[config.mk]
export PLATFORM = sky130hd
export DESIGN_NAME = pw_trigger_monitor
export DESIGN_NICKNAME = d
export VERILOG_FILES = /design/src/rtl/pw_trigger_monitor_pkg.sv /design/src/rtl/pw_sat_counter.sv /design/src/rtl/pw_trigger_monitor.sv
export SDC_FILE = /design/constraint.sdc
export NUM_CORES = 1
export LEC_CHECK = 0
export ABC_AREA = 1
export CAP_MARGIN = 20
export CORE_ASPECT_RATIO = 1.25
export CORE_MARGIN = 3
export CORE_UTILIZATION = 50
export DETAILED_ROUTE_END_ITERATION = 8
export PLACE_DENSITY = 0.75
export SLEW_MARGIN = 20
export SYNTH_ARGS = -nofsm -noshare
export SYNTH_HDL_FRONTEND = slang
export SYNTH_SLANG_ARGS = --single-unit
[constraint.sdc]
create_clock -name trigger_clk -period 2.5 [get_ports trigger_clk]
set_clock_uncertainty 0.15 [all_clocks]
set_input_delay 0.25 -clock trigger_clk [delete_from_list [all_inputs] [get_ports trigger_clk]]
set_output_delay 0.25 -clock trigger_clk [all_outputs]
set_load 0.03 [all_outputs]
[src/rtl/pw_trigger_monitor_pkg.sv]
// Shared definitions for the pulse-width trigger monitor: FSM state encoding
// and default counter widths, common with the trigger generator and register map.
package pw_trigger_monitor_pkg;

  localparam int DELAY_WIDTH_DEFAULT = 20;
  localparam int WIDTH_WIDTH_DEFAULT = 17;

  typedef enum logic [1:0] {
    IDLE,
    WAIT_EDGE,
    MEASURE,
    DONE
  } pw_state_t;

endpackage

[src/rtl/pw_sat_counter.sv]
// Parameterised saturating up-counter with synchronous load and enable.
// It publishes the value the counter will hold after the coming edge, so the
// owner can latch a result on the same edge the counter advances.
module pw_sat_counter #(
  parameter int WIDTH = 20
) (
  input  logic             trigger_clk,
  input  logic             reset_i,
  input  logic             load,
  input  logic [WIDTH-1:0] load_value,
  input  logic             enable,
  output logic [WIDTH-1:0] count_next,
  output logic             sat_next
);

  logic [WIDTH-1:0] count;

  // Next value: load wins, otherwise count up and stick at all-ones
  always_comb begin
    count_next = count;
    if (load) begin
      count_next = load_value;
    end else if (enable && (count != '1)) begin
      count_next = count + 1'b1;
    end
    sat_next = &count_next;
  end

  // Counter register with synchronous reset
  always_ff @(posedge trigger_clk) begin
    if (reset_i) begin
      count <= '0;
    end else begin
      count <= count_next;
    end
  end

endmodule

[src/rtl/pw_trigger_monitor.sv]
// Pulse-width trigger monitor: measures the delay from a start pulse to the
// trigger's rising edge and the trigger's high width, in trigger_clk cycles,
// and holds the result until acknowledged.
// Optional build macro PW_TRIGMON_TIMEOUT_EN: when defined, a saturated delay
// counter ends the measurement with an all-ones delay and a zero width instead
// of waiting indefinitely for an edge.
module pw_trigger_monitor
  import pw_trigger_monitor_pkg::*;
#(
  parameter int pDELAY_WIDTH = DELAY_WIDTH_DEFAULT,
  parameter int pWIDTH_WIDTH = WIDTH_WIDTH_DEFAULT
) (
  input  logic                    trigger_clk,
  input  logic                    reset_i,
  input  logic                    I_start,
  input  logic                    I_trigger,
  input  logic                    I_ack,
  output logic [pDELAY_WIDTH-1:0] O_delay,
  output logic [pWIDTH_WIDTH-1:0] O_width,
  output logic                    O_valid,
  output logic                    O_delay_ovf,
  output logic                    O_width_ovf,
  output logic                    O_busy
);

  localparam logic [pWIDTH_WIDTH-1:0] WIDTH_ONE = 1;

  pw_state_t state;
  pw_state_t state_next;

  logic trigger_r;
  logic rise;

  logic                    d_load;
  logic                    d_enable;
  logic [pDELAY_WIDTH-1:0] d_count_next;
  logic                    d_sat_next;

  logic                    w_load;
  logic                    w_enable;
  logic [pWIDTH_WIDTH-1:0] w_count_next;
  logic                    w_sat_next;

  logic latch_delay;
  logic latch_width;
  logic clear_flags;
  logic set_dovf;
  logic set_wovf;
`ifdef PW_TRIGMON_TIMEOUT_EN
  logic timeout;
`endif

  assign rise    = I_trigger & ~trigger_r;
  assign O_valid = (state == DONE);
  assign O_busy  = (state == WAIT_EDGE) || (state == MEASURE);

  pw_sat_counter #(
    .WIDTH(pDELAY_WIDTH)
  ) u_delay_counter (
    .trigger_clk(trigger_clk),
    .reset_i    (reset_i),
    .load       (d_load),
    .load_value ('0),
    .enable     (d_enable),
    .count_next (d_count_next),
    .sat_next   (d_sat_next)
  );

  pw_sat_counter #(
    .WIDTH(pWIDTH_WIDTH)
  ) u_width_counter (
    .trigger_clk(trigger_clk),
    .reset_i    (reset_i),
    .load       (w_load),
    .load_value (WIDTH_ONE),
    .enable     (w_enable),
    .count_next (w_count_next),
    .sat_next   (w_sat_next)
  );

  // State register
  always_ff @(posedge trigger_clk) begin
    if (reset_i) begin
      state <= IDLE;
    end else begin
      state <= state_next;
    end
  end

  // Next-state and counter/latch control; the delay counter also advances on
  // the edge cycle so its next value is exactly start-to-edge distance
  always_comb begin
    state_next  = state;
    d_load      = 1'b0;
    d_enable    = 1'b0;
    w_load      = 1'b0;
    w_enable    = 1'b0;
    latch_delay = 1'b0;
    latch_width = 1'b0;
    clear_flags = 1'b0;
    set_dovf    = 1'b0;
    set_wovf    = 1'b0;
`ifdef PW_TRIGMON_TIMEOUT_EN
    timeout     = 1'b0;
`endif
    case (state)
      IDLE: begin
        if (I_start) begin
          d_load      = 1'b1;
          clear_flags = 1'b1;
          state_next  = WAIT_EDGE;
        end
      end
      WAIT_EDGE: begin
        d_enable = 1'b1;
        set_dovf = d_sat_next;
        if (rise) begin
          latch_delay = 1'b1;
          w_load      = 1'b1;
          state_next  = MEASURE;
        end
`ifdef PW_TRIGMON_TIMEOUT_EN
        else if (d_sat_next) begin
          latch_delay = 1'b1;
          timeout     = 1'b1;
          state_next  = DONE;
        end
`endif
      end
      MEASURE: begin
        if (I_trigger) begin
          w_enable = 1'b1;
          set_wovf = w_sat_next;
        end else begin
          latch_width = 1'b1;
          state_next  = DONE;
        end
      end
      DONE: begin
        if (I_ack) begin
          state_next = IDLE;
        end
      end
      default: state_next = IDLE;
    endcase
  end

  // Trigger history, result latches and sticky overflow flags
  always_ff @(posedge trigger_clk) begin
    if (reset_i) begin
      trigger_r   <= 1'b0;
      O_delay     <= '0;
      O_width     <= '0;
      O_delay_ovf <= 1'b0;
      O_width_ovf <= 1'b0;
    end else begin
      trigger_r <= I_trigger;
      if (latch_delay) begin
        O_delay <= d_count_next;
      end
      if (latch_width) begin
        O_width <= w_count_next;
      end
`ifdef PW_TRIGMON_TIMEOUT_EN
      else if (timeout) begin
        O_width <= '0;
      end
`endif
      if (clear_flags) begin
        O_delay_ovf <= 1'b0;
        O_width_ovf <= 1'b0;
      end else begin
        if (set_dovf) begin
          O_delay_ovf <= 1'b1;
        end
        if (set_wovf) begin
          O_width_ovf <= 1'b1;
        end
      end
    end
  end

endmodule

=== Word-level counts from Yosys, hierarchy flattened ===
Cells that the tools add are included.

* Register bits after elaboration: 79
* Bits of input ports: 5
* Output and inout port bits: 41
* Word-level logic and storage cells: 50

* Add/subtract/negate cells: 2
* Equality and inequality tests: 9
* Multiplexer cells: 21
* Bitwise operators: 2
* Reductions and logical operators: 8

{| class="wikitable"
|+ Operators with widths
! operator !! count
|-
| 2-to-1 mux 20 bit || 2
|-
| 2-to-1 mux 17 bit || 2
|-
| adder 20 x 1 -> 20 bit, second input constant || 1
|-
| != test 20 bit, second input constant || 1
|-
| AND reduction 20 bit || 1
|-
| adder 17 x 1 -> 17 bit, second input constant || 1
|-
| != test 17 bit, second input constant || 1
|-
| AND reduction 17 bit || 1
|-
| 2-to-1 mux 1 bit || 12
|-
| 2-to-1 mux 2 bit || 4
|-
| != test 2 bit, second input constant || 4
|-
| one-hot mux 2 bit (4 select lines) || 1
|-
| equality test 2 bit, second input constant || 2
|-
| AND reduction 4 bit || 1
|-
| equality test 2 x 1 -> 1 bit, second input constant || 1
|-
| logical AND 1 bit || 2
|-
| zero test 2 bit || 1
|-
| OR reduction 2 bit || 1
|-
| bitwise AND 1 bit || 1
|-
| logical OR 1 bit || 1
|-
| NOT 1 bit || 1
|}

=== Depth between registers and ports, before layout ===
* Depth after elaboration: 8
* Gate-level depth with buffers: 18
* Depth with buffers taken out: 18

=== Modules after synthesis ===
A second synthesis with hierarchy kept.

* Cells, all modules: 726
* Area, all modules: 4688.2 µm²

{| class="wikitable"
|+ By module, submodules not included
! module !! times used !! cells each !! area an instance (µm²) !! seq. area each (µm²)
|-
| pw_sat_counter at u_delay_counter || 1 || 293 || 1721.7 || 400.4
|-
| pw_trigger_monitor || 1 || 211 || 1616.6 || 840.8
|-
| pw_sat_counter at u_width_counter || 1 || 222 || 1350.0 || 340.3
|}

=== Worst setup path before layout ===
Ideal clock, no wire load.

* Path type: flip-flop to flip-flop
* Start: register u_width_counter.count[0]
* End: register O_width_ovf
* Setup time: 70 ps
* Data arrival time: 2109 ps
* Required time: 2280 ps
* Path slack: 171 ps
* Cell stages (with the launch flop): 17
* Path buffers: 0
* Period minus slack after synthesis: 2329 ps
* Path through: dfxtp_1 > ha_1 > nand3_1 > nor4_1 > ha_1 > inv_1 > nand2_2 > nor2_1 > nand2_1 > inv_2 > nor3_1 > nand2_1 > nor2_1 > nand2_1 > nor2_1 > nand3_1 > a21oi_1

* Word-level cells in the longest chain between the ends: 7
* Elaborated cells on any way between the ends: 8
* Those cells by class: 1 x add/sub; 1 x eq/ne; 4 x mux; 2 x reduce/logical

{| class="wikitable"
|+ Ends and longest elaborated chain
! item !! RTL line !! text
|-
| start: declaration || pw_sat_counter.sv:16 || <nowiki>logic [WIDTH-1:0] count;</nowiki>
|-
| start signal: assignment || pw_sat_counter.sv:34 || <nowiki>count <= count_next;</nowiki>
|-
| parallel branches: the longest is 2 deep, another holds adder 17 x 1 -> 17 bit || -- ||
|-
| 2-to-1 mux 17 bit * || pw_sat_counter.sv:23 || <nowiki>end else if (enable && (count != '1)) begin</nowiki>
|-
| 2-to-1 mux 17 bit * || pw_sat_counter.sv:21 || <nowiki>if (load) begin</nowiki>
|-
| AND reduction 17 bit * || pw_sat_counter.sv:26 || <nowiki>sat_next = &count_next;</nowiki>
|-
| 2-to-1 mux 1 bit * || pw_trigger_monitor.sv:131 || <nowiki>if (I_trigger) begin</nowiki>
|-
| 2-to-1 mux 1 bit * || pw_trigger_monitor.sv:106 || <nowiki>case (state)</nowiki>
|-
| end signal: assignment || pw_trigger_monitor.sv:155 || <nowiki>O_width_ovf <= 1'b0;</nowiki>
|-
| end signal: assignment || pw_trigger_monitor.sv:171 || <nowiki>O_width_ovf <= 1'b0;</nowiki>
|-
| end signal: assignment || pw_trigger_monitor.sv:177 || <nowiki>O_width_ovf <= 1'b1;</nowiki>
|-
| end: declaration || pw_trigger_monitor.sv:22 || <nowiki>output logic O_width_ovf,</nowiki>
|}

Every way passes the cells marked *.
A chain may end at the register's enable or synchronous reset.

=== Final worst setup path ===
* Start: register u_width_counter.count[1]
* End: register O_width_ovf

The elaborated chain is that of the path after synthesis.

==> summary.txt <==
Setup path
  – Worst Setup Start Kind: flip-flop
  – Most used cell, CP: nand3_1
  – Crit-path cells: ha_4, nand3_4, nor4_4, ha_2, inv_2, nand2_4, nor2_4, nand2_2, buf_4, nor3_1, o21ai_0, inv_1, nand3_1, nor2_1, nand3_1, a21oi_1
  – Critical Path AT: 2610 ps
  – Critical path class: reg2reg
  – CP endpoint kind: flip-flop
  – Worst Path Required: 2590 ps
  – CP Max Fanout: 6
  – Cell family with most CP delay: simple AND/OR/NAND/NOR gates
  – Worst path slowest cell: dfxtp_4
  – Worst Path Buf+Inv: 3
  – Slowest stage delay, CP: 380 ps

Timing
  – Final Hold Fails: 0
  – RSZ-0062 raised after global routing: yes
  – Worst-Margin Slew: 503 ps
  – Setup violations, final: 1
  – FMAX: 398 MHz
  – Period utilization: 101%
  – Max Slew Vio Count: 0
  – Final worst setup slack: -15.3 ps
  – Final min period: 2520 ps
  – Max-slew headroom: 66.4%
  – TNS Setup: -15.3 ps

Placement
  – Post-placement cell area: 4690 µm²
  – Final HPWL DP: 7590 µm
  – Gp weighted congestion: 0.941
  – IO Port Bufs: 45
  – Pre-CTS setup slack: -85.0 ps

Yosys
  – Synth async-reset ratio: 0%
  – Synth Area in Adders: 2.25%
  – Synth Flop Type: dfxtp_1
  – Sequential element share of the synthesized area: 40.6%
  – Main combinational cell family by area after synthesis: simple AND/OR/NAND/NOR gates
  – Post-Syn Area: 3890 µm²
  – Gate Count Post-Synth: 585
  – Post-synth top cells: nand2_1, nor2_1, dfxtp_1
  – XOR/XNOR Fraction of Synth Area: 0.225%
  – Post-synth top area cell: dfxtp_1
  – Synth area leaders: dfxtp_1, nand2_1, nor2_1
  – Yosys reg bits: 79
  – Top-area cell type share of the netlist area: 40.6%
  – Mux cell area share after synthesis: 0%
  – Compound-Gate Fraction of Synth Area: 12.2%
  – Most common cell in the netlist: nand2_1
  – Syn. warnings: 0
  – Syn avg cell area: 6.66 µm²
  – Synth Area in Simple Gates: 36.0%
  – Number of synthesized flops with an enable pin: 0
  – Syn Nets: 597
  – Distinct cell type count after synthesis: 31

Finish
  – Final instance area: 5070 µm²
  – Layout cells sized above 1: 18.0%
  – # nets final: 681
  – Area grow syn2layout: 30.3%
  – Utilization after layout: 67.8%
  – Diodes inserted: 0

Global routing
  – Initial antenna violation count: 0
  – First-pass GRT wire length: 17400 µm
  – Vias in the first global route: 3949
  – Gr ovfl total: 0
  – Total GRT Usage: 23.9%
  – Pin count of the biggest net entering global routing: 37

Clock network
  – Clock Tree Root: clkbuf_8
  – H-tree levels: 3
  – Clock latency at the later pin of the worst-skew pair: 350 ps
  – Hold buffer count at CTS: 0
  – CTS buffer count: 9
  – CTS tree: built
  – Clock Path Buffers: 2
  – TritonCTS Sinks: 79
  – Clock transition at path regs: 90 ps

Routing
  – Via Count: 4056
  – First-pass DRT Iterations: 5
  – Routed WL: 10900 µm
  – Detailed-route DRC error count: 0
  – DRT iter0 DRCs: 272
  – Routed len/inst: 14.2 µm
  – Vias per inst: 5.30
  – Routed Antenna Nets: 0

Status
  – Failing checks: negative setup slack
  – Status: finished, violations left

Floorplan
  – Row count: 35
  – Top Ports: 46
  – Core ar.: 7490 µm²
  – Die X: 84.9 µm
  – Full die area: 8890 µm²
  – Die Y: 105 µm
  – Starting Density: 52.0%

Power
  – Pwr dens: 827 nW/µm²
  – Lkg Pwr: 1.99 nW
  – Final Total Pwr: 4.20 mW
  – VDD IR max: 0.660 mV

Worst hold path
  – Worst Hold Class: reg2reg

Flow run
  – Maxcap violations: 0
-- flip-flops by register name (all words and copies together) (netlist names) --
register	flops
O_width_ovf	1
O_width	17
trigger_r	1
u_delay_counter.count	20
state	2
O_delay_ovf	1
u_width_counter.count	17
O_delay	20
-- placed cells by master, fill, tap and decap left out, types with 2 or more instances in the layout --
cell type and instances:
a21oi_1 41, buf_12 2, buf_4 46, clkbuf_8 10, clkdlybuf4s50_1 45, clkinv_2 2, clkinvlp_4 2, dfxtp_1 72
dfxtp_2 6, ha_1 5, inv_1 56, inv_2 10, nand2_1 121, nand2_2 8, nand3_1 47, nand3_2 8
nand4_1 9, nor2_1 100, nor2_2 7, nor2_4 7, nor3_1 3, nor3_2 2, nor3_4 3, o21ai_0 30
o21ai_1 15, o21bai_1 2
-- timing repair --
item,CTS,global route
pin swaps,4,16
resized for setup,9,31
setup endpoints to repair,1,10
setup buffers,2,8
-- tightest hold or removal path, delay by kind of cell (launching register included) --
kind | cells | cell delay, ps
compound gates | 1 | 50
buf+inv | 1 | 50
flops | 1 | 320
-- path summary, 6_finish.rpt --
path,startpoint,end,slack [ps],cells past startpoint
worst min register to register,O_delay_ovf$_SDFFE_PP0P_,O_delay_ovf$_SDFFE_PP0P_,310,2
worst max register to register,u_width_counter.count[1]$_SDFF_PP0_,O_width_ovf$_SDFFE_PP0P_,-20,16
worst max-delay path,u_width_counter.count[1]$_SDFF_PP0_,O_width_ovf$_SDFFE_PP0P_,-20,16
worst min-delay path,O_delay_ovf$_SDFFE_PP0P_,O_delay_ovf$_SDFFE_PP0P_,310,2
-- stage by stage --
| step | hold slack (ps) | std cells |
|---|---|---|
| after global placement | 299 | 740 |
| final | 311 | 766 |
| after detailed placement | 307 | 740 |
| after global routing | 350 | 766 |
| after CTS | 319 | 758 |
| after floorplan | 245 | 585 |
-- cells by family (layout without fill, tap and decap cells) --
family                   after synthesis  in the layout
AO/OA/AOI/OAI                         92             92
XOR/XNOR                               1              1
adder cells (fa/ha/maj)                7              7
buffers and inverters                 86            175
flip-flops                            79             79
AND/OR/NAND/NOR                      320            320
-- report_power, final --
group	internal, mW	total (mW)	switching [mW]
Combinational	0.680	1.71	1.03
Sequential	1.46	1.62	0.154
Clock	0.386	0.871	0.484
Total	2.53	4.20	1.67
-- routing by layer --
layer	wire [µm]	vias to the layer above	track usage (%)
li1	-	2044	-
met3	482	36	4.89
met5	0	-	0
met1	4420	1846	27.0
met4	461	0	12.1
met2	5500	130	41.7
-- layout make-up --
| type | count | area [µm²] |
|---|---|---|
| tap | 92 | 115 |
| inverter | 66 | 248 |
| clock inverter | 5 | 33.8 |
| sequential | 79 | 1590 |
| timing repair buffer | 93 | 836 |
| fill | 626 | 2410 |
| clock buffer | 11 | 141 |
| multi-input combinational | 420 | 2110 |
(Power assumes the default switching activity.)
